[src/rtl/bist_apb_sequencer.sv]
// APB requester that sequences runtime BIST runs (start, poll STATUS, fetch signature, clear)
// and reports pass / fail / timeout to the safety monitor.
module bist_apb_sequencer #(
    parameter int unsigned PERIOD         = 1000,
    parameter int unsigned POLL_GAP       = 8,
    parameter int unsigned MAX_POLLS      = 16,
    parameter int unsigned PREADY_TIMEOUT = 64,
    parameter logic [31:0] CTRL_ADDR      = 32'h0000_0000,
    parameter logic [31:0] STATUS_ADDR    = 32'h0000_0004,
    parameter logic [31:0] SIG_ADDR       = 32'h0000_0008
) (
    input  logic        clk_i,
    input  logic        rst_ni,
    input  logic        enable_i,
    input  logic        trigger_i,
    input  logic        clear_i,
    output logic [31:0] paddr_o,
    output logic        psel_o,
    output logic        penable_o,
    output logic        pwrite_o,
    output logic [31:0] pwdata_o,
    input  logic [31:0] prdata_i,
    input  logic        pready_i,
    output logic        busy_o,
    output logic        pass_o,
    output logic        fail_o,
    output logic        timeout_o,
    output logic [31:0] last_sig_o,
    output logic [15:0] run_count_o
);

    localparam int unsigned PER_W  = (PERIOD > 1)         ? $clog2(PERIOD)         : 1;
    localparam int unsigned GAP_W  = (POLL_GAP > 1)       ? $clog2(POLL_GAP)       : 1;
    localparam int unsigned POLL_W = (MAX_POLLS > 1)      ? $clog2(MAX_POLLS)      : 1;
    localparam int unsigned WAIT_W = (PREADY_TIMEOUT > 1) ? $clog2(PREADY_TIMEOUT) : 1;

    localparam logic [PER_W-1:0]  PER_LAST  = PER_W'(PERIOD - 1);
    localparam logic [GAP_W-1:0]  GAP_LAST  = GAP_W'(POLL_GAP - 1);
    localparam logic [POLL_W-1:0] POLL_LAST = POLL_W'(MAX_POLLS - 1);
    localparam logic [WAIT_W-1:0] WAIT_LAST = WAIT_W'(PREADY_TIMEOUT - 1);

    typedef enum logic [2:0] {
        S_IDLE,
        S_WR_START,
        S_RD_STATUS,
        S_GAP,
        S_RD_SIG,
        S_WR_CLEAR
    } state_t;

    // Sub-phase of a transfer state; PH_IDLE is the mandatory psel=0 cycle before SETUP.
    typedef enum logic [1:0] {
        PH_IDLE,
        PH_SETUP,
        PH_ACCESS
    } phase_t;

    state_t              r_state;
    phase_t              r_phase;
    logic [PER_W-1:0]    r_per_cnt;
    logic [GAP_W-1:0]    r_gap_cnt;
    logic [POLL_W-1:0]   r_poll_cnt;
    logic [WAIT_W-1:0]   r_wait_cnt;
    logic                r_err;
    logic [31:0]         r_paddr;
    logic                r_psel;
    logic                r_penable;
    logic                r_pwrite;
    logic [31:0]         r_pwdata;
    logic                r_busy;
    logic                r_pass;
    logic                r_fail;
    logic                r_timeout;
    logic [31:0]         r_last_sig;
    logic [15:0]         r_run_count;
    logic                w_start;

    function automatic logic [31:0] f_addr(input state_t s);
        case (s)
            S_RD_STATUS: f_addr = STATUS_ADDR;
            S_RD_SIG:    f_addr = SIG_ADDR;
            default:     f_addr = CTRL_ADDR;
        endcase
    endfunction

    // The first IDLE cycle after a run still shows busy, so triggers there are dropped too.
    assign w_start = (r_state == S_IDLE) && !r_busy &&
                     (trigger_i || (enable_i && (r_per_cnt == PER_LAST)));

    always_ff @(posedge clk_i or negedge rst_ni) begin
        if (!rst_ni) begin
            r_state     <= S_IDLE;
            r_phase     <= PH_IDLE;
            r_per_cnt   <= '0;
            r_gap_cnt   <= '0;
            r_poll_cnt  <= '0;
            r_wait_cnt  <= '0;
            r_err       <= 1'b0;
            r_paddr     <= '0;
            r_psel      <= 1'b0;
            r_penable   <= 1'b0;
            r_pwrite    <= 1'b0;
            r_pwdata    <= '0;
            r_busy      <= 1'b0;
            r_pass      <= 1'b0;
            r_fail      <= 1'b0;
            r_timeout   <= 1'b0;
            r_last_sig  <= '0;
            r_run_count <= '0;
        end else begin
            r_pass <= 1'b0;
            if (clear_i) begin
                r_fail    <= 1'b0;
                r_timeout <= 1'b0;
            end
            case (r_state)
                S_IDLE: begin
                    if (!enable_i || w_start || (r_per_cnt == PER_LAST)) begin
                        r_per_cnt <= '0;
                    end else begin
                        r_per_cnt <= r_per_cnt + 1'b1;
                    end
                    if (w_start) begin
                        r_busy   <= 1'b1;
                        r_state  <= S_WR_START;
                        r_phase  <= PH_SETUP;
                        r_psel   <= 1'b1;
                        r_paddr  <= CTRL_ADDR;
                        r_pwrite <= 1'b1;
                        r_pwdata <= 32'd1;
                    end else begin
                        r_busy <= 1'b0;
                    end
                end
                S_GAP: begin
                    if (r_gap_cnt == GAP_LAST) begin
                        r_state  <= S_RD_STATUS;
                        r_phase  <= PH_SETUP;
                        r_psel   <= 1'b1;
                        r_paddr  <= STATUS_ADDR;
                        r_pwrite <= 1'b0;
                    end else begin
                        r_gap_cnt <= r_gap_cnt + 1'b1;
                    end
                end
                default: begin
                    case (r_phase)
                        PH_IDLE: begin
                            r_phase  <= PH_SETUP;
                            r_psel   <= 1'b1;
                            r_paddr  <= f_addr(r_state);
                            r_pwrite <= (r_state == S_WR_START) || (r_state == S_WR_CLEAR);
                            r_pwdata <= (r_state == S_WR_START) ? 32'd1 : 32'd0;
                        end
                        PH_SETUP: begin
                            r_phase    <= PH_ACCESS;
                            r_penable  <= 1'b1;
                            r_wait_cnt <= '0;
                        end
                        default: begin
                            if (pready_i) begin
                                r_psel    <= 1'b0;
                                r_penable <= 1'b0;
                                r_pwrite  <= 1'b0;
                                r_phase   <= PH_IDLE;
                                case (r_state)
                                    S_WR_START: begin
                                        r_state    <= S_RD_STATUS;
                                        r_poll_cnt <= '0;
                                    end
                                    S_RD_STATUS: begin
                                        if (prdata_i[0]) begin
                                            r_err   <= prdata_i[1];
                                            r_state <= S_RD_SIG;
                                        end else if (r_poll_cnt == POLL_LAST) begin
                                            r_timeout <= 1'b1;
                                            r_state   <= S_IDLE;
                                        end else begin
                                            r_poll_cnt <= r_poll_cnt + 1'b1;
                                            r_gap_cnt  <= '0;
                                            r_state    <= S_GAP;
                                        end
                                    end
                                    S_RD_SIG: begin
                                        r_last_sig <= prdata_i;
                                        r_state    <= S_WR_CLEAR;
                                    end
                                    S_WR_CLEAR: begin
                                        r_state     <= S_IDLE;
                                        r_run_count <= r_run_count + 1'b1;
                                        if (r_err) begin
                                            r_fail <= 1'b1;
                                        end else begin
                                            r_pass <= 1'b1;
                                        end
                                    end
                                    default: ;
                                endcase
                            end else if (r_wait_cnt == WAIT_LAST) begin
                                r_psel    <= 1'b0;
                                r_penable <= 1'b0;
                                r_pwrite  <= 1'b0;
                                r_phase   <= PH_IDLE;
                                r_state   <= S_IDLE;
                                r_timeout <= 1'b1;
                            end else begin
                                r_wait_cnt <= r_wait_cnt + 1'b1;
                            end
                        end
                    endcase
                end
            endcase
        end
    end

    assign paddr_o     = r_paddr;
    assign psel_o      = r_psel;
    assign penable_o   = r_penable;
    assign pwrite_o    = r_pwrite;
    assign pwdata_o    = r_pwdata;
    assign busy_o      = r_busy;
    assign pass_o      = r_pass;
    assign fail_o      = r_fail;
    assign timeout_o   = r_timeout;
    assign last_sig_o  = r_last_sig;
    assign run_count_o = r_run_count;

endmodule

[config.mk]
export PLATFORM = sky130hd
export DESIGN_NAME = bist_apb_sequencer
export DESIGN_NICKNAME = d
export VERILOG_FILES = /design/src/rtl/bist_apb_sequencer.sv
export SDC_FILE = /design/constraint.sdc
export NUM_CORES = 1
export LEC_CHECK = 0
export CAP_MARGIN = 20
export CORE_ASPECT_RATIO = 1.1
export CORE_UTILIZATION = 25
export DETAILED_ROUTE_END_ITERATION = 10
export HOLD_SLACK_MARGIN = 0.1
export SETUP_SLACK_MARGIN = 0.3
export SLEW_MARGIN = 20
export SYNTH_ARGS = -nofsm -noshare
export SYNTH_HDL_FRONTEND = slang
export SYNTH_SLANG_ARGS = --single-unit
[constraint.sdc]
create_clock -name clk_i -period 4.8 [get_ports clk_i]
set_input_delay 1.2 -clock clk_i [delete_from_list [all_inputs] [get_ports clk_i]]
set_output_delay 1.2 -clock clk_i [all_outputs]
set_load 0.05 [all_outputs]
## Word level (Yosys, flattened, before mapping)

Cells that the tools add are included.

| operators by class | value |
|---|---|
| $add $sub $neg | 5 |
| eq/ne operators | 23 |
| mux-type cells | 68 |
| bitwise logic cells | 5 |
| reductions and logical operators | 34 |

Operator list:

| operator | number |
|---|---|
| $mux 32 | 5 |
| $pmux 32 s2 | 2 |
| $mux 3 | 12 |
| $mux 1 | 26 |
| $add 16x1->16 const B | 1 |
| $pmux 4 s2 | 2 |
| $reduce_and 4->1 | 4 |
| $mux 6 | 2 |
| $pmux 3 s2 | 2 |
| $pmux 3 s4 | 1 |
| $pmux 6 s2 | 1 |
| $reduce_and 3->1 | 4 |
| $add 10x1->10 const B | 1 |
| $eq 10x10->1 const B | 1 |
| $mux 10 | 1 |
| $mux 2 | 5 |
| $ne 2x1->1 const B | 5 |
| $ne 2x2->1 const B | 5 |
| $pmux 1 s2 | 5 |
| $reduce_and 5->1 | 2 |
| $eq 3x3->1 const B | 3 |
| $mux 4 | 2 |
| $pmux 2 s2 | 2 |
| $reduce_bool 2->1 | 4 |
| 24 further kinds | 37 |

| word-level totals | value |
|---|---|
| register bits | 148 |
| bits of input ports | 38 |
| output and inout port bits | 119 |
| logic and storage cells | 153 |

## Longest topological paths before layout

Gate-level depths: netlist of run 1.

| depth | value |
|---|---|
| word-level depth | 7 |
| mapped depth | 7 |
| depth with buffers taken out | 6 |

## Least setup slack after synthesis of run 1

No wires, ideal clock.

| timing | value |
|---|---|
| path type | input port to flip-flop |
| start | in prdata_i[0] |
| end | reg r_poll_cnt[2] |
| arrival | 2.232 ns |
| data required time | 4.679 ns |
| path slack | 2.448 ns |
| cell stages on the path | 4 |
| path buffers | 0 |
| cells stage by stage | a31oi_1 a21oi_1 or4_1 a22o_1 |

| on the way | value |
|---|---|
| cells in the longest elaborated chain, start to end | 2 |

RTL lines:

| what | line | RTL |
|---|---|---|
| from (decl) | 22 | `input logic [31:0] prdata_i,` |
| $ne 2x2->1 (no source line) | - |  |
| $reduce_and 6->1 (no source line) | - |  |
| to (signal assigned) | 179 | `r_poll_cnt <= r_poll_cnt + 1'b1;` |
| to (decl) | 62 | `logic [POLL_W-1:0] r_poll_cnt;` |

No other way between the ends.
A chain may end at the register's enable or synchronous reset.

## Final worst setup path of run 1

| timing | value |
|---|---|
| start | in pready_i |
| end | reg r_run_count[15], in the netlist run_count_o[15] |

| on the way | value |
|---|---|
| cells in the longest elaborated chain, start to end | 1 |

RTL lines:

| what | line | RTL |
|---|---|---|
| from (decl) | 23 | `input logic pready_i,` |
| $reduce_and 4->1 (no source line) | - |  |
| to (signal assigned) | 190 | `r_run_count <= r_run_count + 1'b1;` |
| to (decl) | 75 | `logic [15:0] r_run_count;` |

No other way between the ends.

==> results_dict.tcl, run 1 <==
set metrics [dict create \
    coreArea_mm2 0.01793 \
    hold_viol 0 \
    min_path_type "flop to flop" \
    rsz0062_at_grt "false" \
    arrival_ns 3.22 \
    ys_ff_latch 87 \
    synth-edff-count 0 \
    vias 3411 \
    leakagePower_uw 0.002582 \
    cts_setup_buffers 0 \
    finalSetupTns_ns 0 \
    die_w_um 131.7 \
    grt_pass1_wl_mm 17.26 \
    cp_slowest_stage_delay_ns 0.79 \
    num_antenna_cells 0 \
    slew_viol_final 0 \
    setup.worst_path.start_class "input pin" \
    post-route-period-util 0.6244 \
    syn2layout_area_growth_pct 26.90 \
    irDropWorstVdd_v 0.0002919 \
    hpwl_mm 7.653 \
    cts.path.max_buffers 2 \
    cts_resized 0 \
    cp.required_ns 5.02 \
    cp_slowest_cell "clkdlybuf4s50_1" \
    insertion_delay_ns 0.34 \
    gp_congestion 0.8047 \
    status "finished, final reports clean" \
    yosys_warnings 0 \
    fin_cells 772 \
    io_buffer_count 95 \
    cts_tree "yes" \
    htreeDepth 3 \
    nFillCells 1812 \
    worst_pin_slew_ns 0.8012 \
    dp.cells 756 \
    critPathCaptureType "flop" \
    yosys_most_used_dff "dfrtp_1" \
    drcViolationCount 0 \
    tritoncts.num_buffers 9 \
    drtIter0Drc 180 \
    root_buffer "clkbuf_16" \
    period_minus_slack_ns 2.997 \
    ios 157 \
    clkTransAtPathRegs_ns 0.06 \
    syn_area_mm2 0.004628 \
    ys_async_sr_fraction 1.000 \
    die_area_mm2 0.01906 \
    cts_sinks 87 \
    final_common_cell "clkdlybuf4s50_1" \
    hold_buffers 0 \
    seq_area_frac_synth 0.4704 \
    syn_inst 438 \
    setup_viol 0 \
    power.density_mw_per_mm2 594.7 \
    r2r_start "r_state[0]" \
    whs_ns 0.4737 \
    grt.total_usage 0.1146 \
    ys_types 64 \
    drt-pass1-iter-count 4 \
    postRouteAntennaNets 0 \
    slew_headroom 0.4659 \
    cap_violations 0 \
    worstPathMaxFanout 16 \
    wl_per_cell_um 13.43 \
    nNetsFinal 573 \
    start_util 0.2581 \
    overflow 0 \
    path_cells "clkdlybuf4s50_1, nand2_1, nor4_2, nand4_1, xnor2_1" \
    hold_start "r_err" \
    drt-total-wl_mm 10.37 \
    vias_per_cell 4.418 \
    std_cell_rows 51 \
    syn_avg_cell_area_um2 10.57 \
    path_class "input pin to flop" \
    final_core_util 0.3275 \
    grt_max_degree 64 \
    drive_above_1_share 0.1199 \
    fin_worst_skew_ns 0.005831 \
    die_h_um 144.7 \
    grt_pass1_vias 3410 \
    startpoint "pready_i" \
    clock.fmax_mhz 333.6 \
    antenna_found_initial 0 \
    layout_common_cells "94 x clkdlybuf4s50_1, 87 x dfrtp_1, 61 x conb_1" \
]
-- cell families after synthesis --
family,after synthesis,synth area share
other,1,0.0008103
multiplexers,38,0.09165
AO/OA/AOI/OAI,63,0.09922
AND/OR/NAND/NOR,127,0.1479
buffers and inverters,92,0.1284
flip-flops,87,0.4704
XOR/XNOR,24,0.04542
adder cells (fa/ha/maj),6,0.01622
-- worst paths after layout --
check	endpoint	slack [ns]	cells past startpoint
max in group asynchronous	r_gap_cnt[1]	2.99	2
setup reg to reg	pwrite_o	2.53	4
min in group asynchronous	last_sig_o[2]	0.95	1
hold / removal	pass_o	0.47	1
setup / recovery	run_count_o[15]	1.80	5
hold reg to reg	pass_o	0.47	1
-- Yosys cell counts (all sizes together), types with 6 or more instances --
cell type,instances,area [um2]
ha,6,75.07
buf,72,518.0
a21oi,8,40.04
clkbuf,6,23.77
mux2,35,394.1
nor2,20,80.07
nand2,36,135.1
xnor2,17,148.9
nor2b,7,43.79
a22o,6,52.55
nand3,18,90.09
xor2,7,61.31
dfrtp,87,2177
o21ai,11,55.05
nand4,9,56.30
nor3,11,60.06
inv,14,52.55
-- per-layer routing --
| layer | routed length [um] | global-route usage | up-vias |
|---|---|---|---|
| li1 | - | - | 1604 |
| met1 | 4486 | 0.1379 | 1656 |
| met2 | 5025 | 0.1924 | 140 |
| met3 | 705 | 0.03204 | 11 |
| met4 | 151 | 0.05018 | 0 |
| met5 | 0 | 0 | - |
-- through the flow --
stage	area (um2)	total power (uW)	worst slack (ns)
5_1_grt	5873	3701	1.635
3_3_place_gp	5587	2817	1.550
3_5_place_dp	5587	2855	1.468
6_report	5873	3493	1.803
2_1_floorplan	4853	2378	2.448
4_1_cts	5873	3538	1.839
-- flip-flops by register name, indices dropped and copies added, names as in the netlist --
name,cells
psel_o,1
r_err,1
r_phase,2
r_wait_cnt,6
pass_o,1
run_count_o,16
timeout_o,1
paddr_o,2
pwrite_o,1
busy_o,1
r_poll_cnt,4
penable_o,1
r_gap_cnt,3
r_state,3
pwdata_o,1
fail_o,1
last_sig_o,32
r_per_cnt,10
-- power by group --
part           internal [uW]  total [uW]  switching (uW)
clock network            380         659             279
logic                    586        1660            1070
registers                956        1180             219
-- critical path: cells and delay by family --
kind	cells	cell delay (ns)
simple gates	3	1.06
xor+xnor	1	0.16
buf+inv	1	0.79
-- layout make-up --
| cell class | count | area, um2 | area share |
|---|---|---|---|
| clock buffer | 12 | 256.5 | 0.04367 |
| sequential | 87 | 2177 | 0.3707 |
| timing repair buffer | 98 | 970.9 | 0.1653 |
| multi-input combinational | 319 | 2088 | 0.3556 |
| clock inverter | 4 | 30.03 | 0.005113 |
| tap | 238 | 297.8 | 0.05070 |
| inverter | 14 | 52.55 | 0.008948 |
No activity file was read; power rests on OpenSTA's default activity.
==> run 2, diff against run 1 <==
Clock period 4.8 ns to 3 ns, I/O delays scaled along.
==> run 2 against run 1 <==
Effect of this change: first-iteration DRC count rose by 9.4%; sequential share of layout area fell by 0.70 points; sequential power increased by 54%; clock skew up 0.0015 ns; power up 65%; core utilization is 0.64 points higher; clock power rose by 85%; highest routed layer unchanged.
==> results_dict.tcl, run 2 (synthesized netlist as in run 1, its figures left out) <==
set metrics [dict create \
    status "finished, final reports clean" \
    final_core_util 0.3339 \
    hold_viol 0 \
    postRouteAntennaNets 0 \
    clock.fmax_mhz 420.1 \
    io_buffer_count 95 \
    worstPathMaxFanout 5 \
    vias_per_cell 4.433 \
    fin_area_mm2 0.005987 \
    start_util 0.2581 \
    overflow 0 \
    syn2layout_area_growth_pct 29.36 \
    die_area_mm2 0.01906 \
    wl_per_cell_um 13.37 \
    rsz0062_at_grt "false" \
    cts.path.max_buffers 2 \
    combPwrFrac 0.473 \
    cts_setup_buffers 0 \
    grt_pass1_wl_mm 17.07 \
    num_antenna_cells 0 \
    largest_register_ffs 32 \
    cts_sinks 87 \
    r2r_start "r_state[1]" \
    fin_worst_skew_ns 0.007369 \
    seqPwrFrac 0.316 \
    root_buffer "clkbuf_16" \
    critPathCaptureType "primary output" \
    ios 157 \
    hpwl_mm 7.676 \
    finalSetupTns_ns 0 \
    cp_slowest_cell "clkdlybuf4s50_1" \
    layout_common_cells "94 x clkdlybuf4s50_1, 87 x dfrtp_1, 61 x conb_1" \
    place_area_mm2 0.005664 \
    switching_power_uw 2545 \
    final_common_cell "clkdlybuf4s50_1" \
    slew_viol_final 0 \
    nFillCells 1797 \
    drt-pass1-iter-count 4 \
    antenna_found_initial 0 \
    vias 3453 \
    cts_tree "yes" \
    min_path_type "input pin to async pin" \
    drtIter0Drc 197 \
    std_cell_rows 51 \
    grt.total_usage 0.1146 \
    nNetsFinal 580 \
    cp.required_ns 2.25 \
    path_cells "clkdlybuf4s50_1" \
    cp_num_cells 1 \
    irDropWorstVdd_v 0.0005032 \
    grt_max_degree 38 \
    drt-total-wl_mm 10.41 \
    setup_viol 0 \
    crit_family "buffers and inverters" \
    gp_congestion 0.8376 \
    hold_buffers 0 \
    tritoncts.num_buffers 9 \
    clkPwrFrac 0.211 \
    p_int_uw 3232 \
    period_minus_slack_ns 2.380 \
    die_h_um 144.7 \
    clkTransAtPathRegs_ns 0.07 \
    grt_pass1_vias 3241 \
    coreArea_mm2 0.01793 \
    cap_violations 0 \
    leakagePower_uw 0.002639 \
    drive_above_1_share 0.1312 \
    drcViolationCount 0 \
    ff_latch_area_mm2 0.002177 \
    setup.worst_path.start_class "flop" \
    reg2reg_slack_ns 0.89 \
    reg2reg_depth 5 \
    cp_slowest_stage_delay_ns 0.86 \
    post-route-period-util 0.7934 \
    power.density_mw_per_mm2 964.9 \
    whs_ns 0.3049 \
    slew_headroom 0.5634 \
    arrival_ns 1.63 \
    crit_buf_inv 1 \
    multiInputGateArea_mm2 0.002088 \
    worst_pin_slew_ns 0.6535 \
    insertion_delay_ns 0.35 \
    startpoint "run_count_o[3]" \
    cp-endpoint "run_count_o[3]" \
    switching_share 0.4406 \
    rr_endpoint "r_poll_cnt[3]" \
    htreeDepth 3 \
    cts_resized 0 \
    path_class "flop to primary output" \
    die_w_um 131.7 \
]
==> run 2: per-layer routing <==
| metal | global-route usage | share of wire | vias up |
|---|---|---|---|
| met4 | 0.05569 | 0.018 | 0 |
| met5 | 0 | 0 | - |
| met3 | 0.02577 | 0.061 | 13 |
| met2 | 0.1857 | 0.48 | 153 |
| li1 | - | - | 1616 |
| met1 | 0.1449 | 0.44 | 1671 |
==> run 2: stage by stage <==
step	setup WS, ns	total power [uW]	cells
2_1_floorplan	1.098	3804	498
3_3_place_gp	0.5103	4528	763
3_5_place_dp	0.4134	4593	763
4_1_cts	0.5932	5853	779
5_1_grt	0.5622	6110	779
6_report	0.6197	5777	779
==> run 2: cell type report <==
cell class                      count  share of cell area
Timing Repair Buffer              105              0.1751
Multi-Input combinational cell    319              0.3488
Clock buffer                       10             0.03824
Clock inverter                      6             0.01567
Inverter                           14            0.008777
Sequential cell                    87              0.3636
Tap cell                          238             0.04974
==> run 2: worst register-to-register path, stage by stage (launching register included) <==
cell	delay, ns
dfrtp_1	0.51
buf_4	0.26
nor3b_1	0.58
nand3_1	0.35
nor2_1	0.19
a2bb2oi_1	0.15
==> run 2: how the worst min path moves through the flow <==
stage | start | to
finish | rst_ni | last_sig_o[4]
global route | rst_ni | last_sig_o[2]
CTS | rst_ni | last_sig_o[10]
detailed placement | run_count_o[15] | run_count_o[15]
global placement | last_sig_o[4] | last_sig_o[4]
floorplan | r_err | pass_o
==> run 2: power groups by stage <==
| stage | logic (uW) | clock network [uW] | registers, uW |
|---|---|---|---|
| final | 2730 | 1220 | 1820 |
| after floorplan | 1160 | 0 | 2640 |
| after global routing | 2910 | 1320 | 1880 |
| after global placement | 2700 | 0 | 1830 |
| after detailed placement | 2740 | 0 | 1850 |
| after CTS | 2750 | 1270 | 1830 |
==> run 3, diff against run 2 <==
Clock period 3 ns to 2.36 ns, I/O delays scaled along.
==> run 3 against run 2 <==
Effect of this change: first-iteration DRC count increased by 24%; setup slack got worse by 0.24 ns; combinational power increased by 22%; global-route usage increased by 0.19 points; die area unchanged; wire length increased by 1.6%; clock-buffer cell count decreased by 1; clock power increased by 20%; core utilization about the same; cell count increased by 1.2%; sequential cell count unchanged; largest cell class unchanged; highest routed layer unchanged.
==> results_dict.tcl, run 3 (synthesized netlist as in run 1, its figures left out) <==
set metrics [dict create \
    status "finished, final reports clean" \
    leakagePower_uw 0.002902 \
    fin_area_mm2 0.005978 \
    final_core_util 0.3334 \
    layout_common_cells "86 x dfrtp_1, 61 x conb_1, 58 x dlygate4sd2_1" \
    period_minus_slack_ns 1.980 \
    cts.path.max_buffers 2 \
    root_buffer "clkbuf_16" \
    cts_tree "yes" \
    drcViolationCount 0 \
    dp.cells 772 \
    slew_headroom 0.5853 \
    cts_sinks 87 \
    critPathCaptureType "flop" \
    wl_per_cell_um 13.43 \
    drive_above_1_share 0.1527 \
    die_area_mm2 0.01906 \
    fin_cells 788 \
    drt-total-wl_mm 10.58 \
    startpoint "enable_i" \
    grt_pass1_wl_mm 17.60 \
    syn2layout_area_growth_pct 29.17 \
    std_cell_rows 51 \
    cts_setup_buffers 0 \
    cp.required_ns 2.59 \
    setup_viol 0 \
    irDropWorstVdd_v 0.0005591 \
    tritoncts.num_buffers 9 \
    overflow 0 \
    place_area_mm2 0.005732 \
    num_antenna_cells 0 \
    start_util 0.2581 \
    r2r_start "r_state[1]" \
    nFillCells 1832 \
    ff_latch_area_mm2 0.002178 \
    arrival_ns 2.21 \
    antenna_found_initial 0 \
    cap_violations 0 \
    clock.fmax_mhz 504.9 \
    grt.total_usage 0.1165 \
    postRouteAntennaNets 0 \
    grt_pass1_vias 3352 \
    slew_viol_final 0 \
    die_h_um 144.7 \
    coreArea_mm2 0.01793 \
    finalSetupTns_ns 0 \
    drtIter0Drc 244 \
    hpwl_mm 7.852 \
    final_common_cell "dfrtp_1" \
    nNetsFinal 589 \
    post-route-period-util 0.8392 \
    die_w_um 131.7 \
    fin_worst_skew_ns 0.004607 \
    power.density_mw_per_mm2 1187 \
    ios 157 \
    largest_register_ffs 32 \
    worst_pin_slew_ns 0.6156 \
    min_path_type "input pin to async pin" \
    whs_ns 0.1587 \
    clkTransAtPathRegs_ns 0.07 \
    path_class "input pin to flop" \
    drt-pass1-iter-count 4 \
    setup.worst_path.start_class "input pin" \
    rsz0062_at_grt "false" \
    hold_buffers 0 \
    insertion_delay_ns 0.34 \
    vias 3468 \
    vias_per_cell 4.401 \
    multiInputGateArea_mm2 0.002101 \
    grt_max_degree 39 \
    htreeDepth 3 \
    worstPathMaxFanout 5 \
    gp_congestion 0.8647 \
    io_buffer_count 95 \
    hold_viol 0 \
]
==> run 3: metrics by stage <==
step / power [uW] / setup WS (ns)
detailed placement: 5914 / 0.02344
global placement: 5821 / 0.07419
global route: 7518 / 0.3216
CTS: 7183 / 0.3047
finish: 7094 / 0.3795
floorplan: 4836 / 0.5382
==> run 3: power by group <==
part / internal, uW / switching [uW]
Combinational: 1070 / 2270
Clock: 833 / 622
Sequential: 1940 / 357
Total: 3840 / 3250
==> run 3: final cells by class <==
| type | count | area share |
|---|---|---|
| multi-input combinational | 319 | 0.3514 |
| tap | 238 | 0.04981 |
| clock buffer | 9 | 0.03767 |
| inverter | 14 | 0.008790 |
| timing repair buffer | 114 | 0.1745 |
| sequential | 87 | 0.3644 |
| clock inverter | 7 | 0.01339 |
==> run 3: path summary, 6_finish.rpt <==
| path | end | slack (ns) | cells after the start |
|---|---|---|---|
| worst min register to register | pass_o | 0.46 | 1 |
| worst min-delay path | last_sig_o[2] | 0.16 | 1 |
| worst max-delay path | paddr_o[2] | 0.38 | 5 |
| min in group clk_i | pass_o | 0.46 | 1 |
| worst max register to register | pwrite_o | 0.43 | 5 |
| max in group asynchronous | last_sig_o[11] | 1.57 | 2 |
==> run 3: repair_timing <==
item	in CTS	in global routing
gates cloned	0	0
resized for setup	58	3
pin swaps	0	0
setup endpoints to repair	58	6
==> run 3: critical path, cell delays in order <==
cell,delay [ns]
clkdlybuf4s50_1,0.51
and4b_1,0.20
nand4_1,0.21
a221oi_2,0.32
mux2_2,0.37
==> run 3: per-layer routing <==
layer | part of all wire | vias to the layer above | global-route usage
li1 | - | 1637 | -
met1 | 0.45 | 1686 | 0.1477
met2 | 0.48 | 134 | 0.1921
met3 | 0.056 | 11 | 0.02926
met4 | 0.014 | 0 | 0.04284
met5 | 0 | - | 0
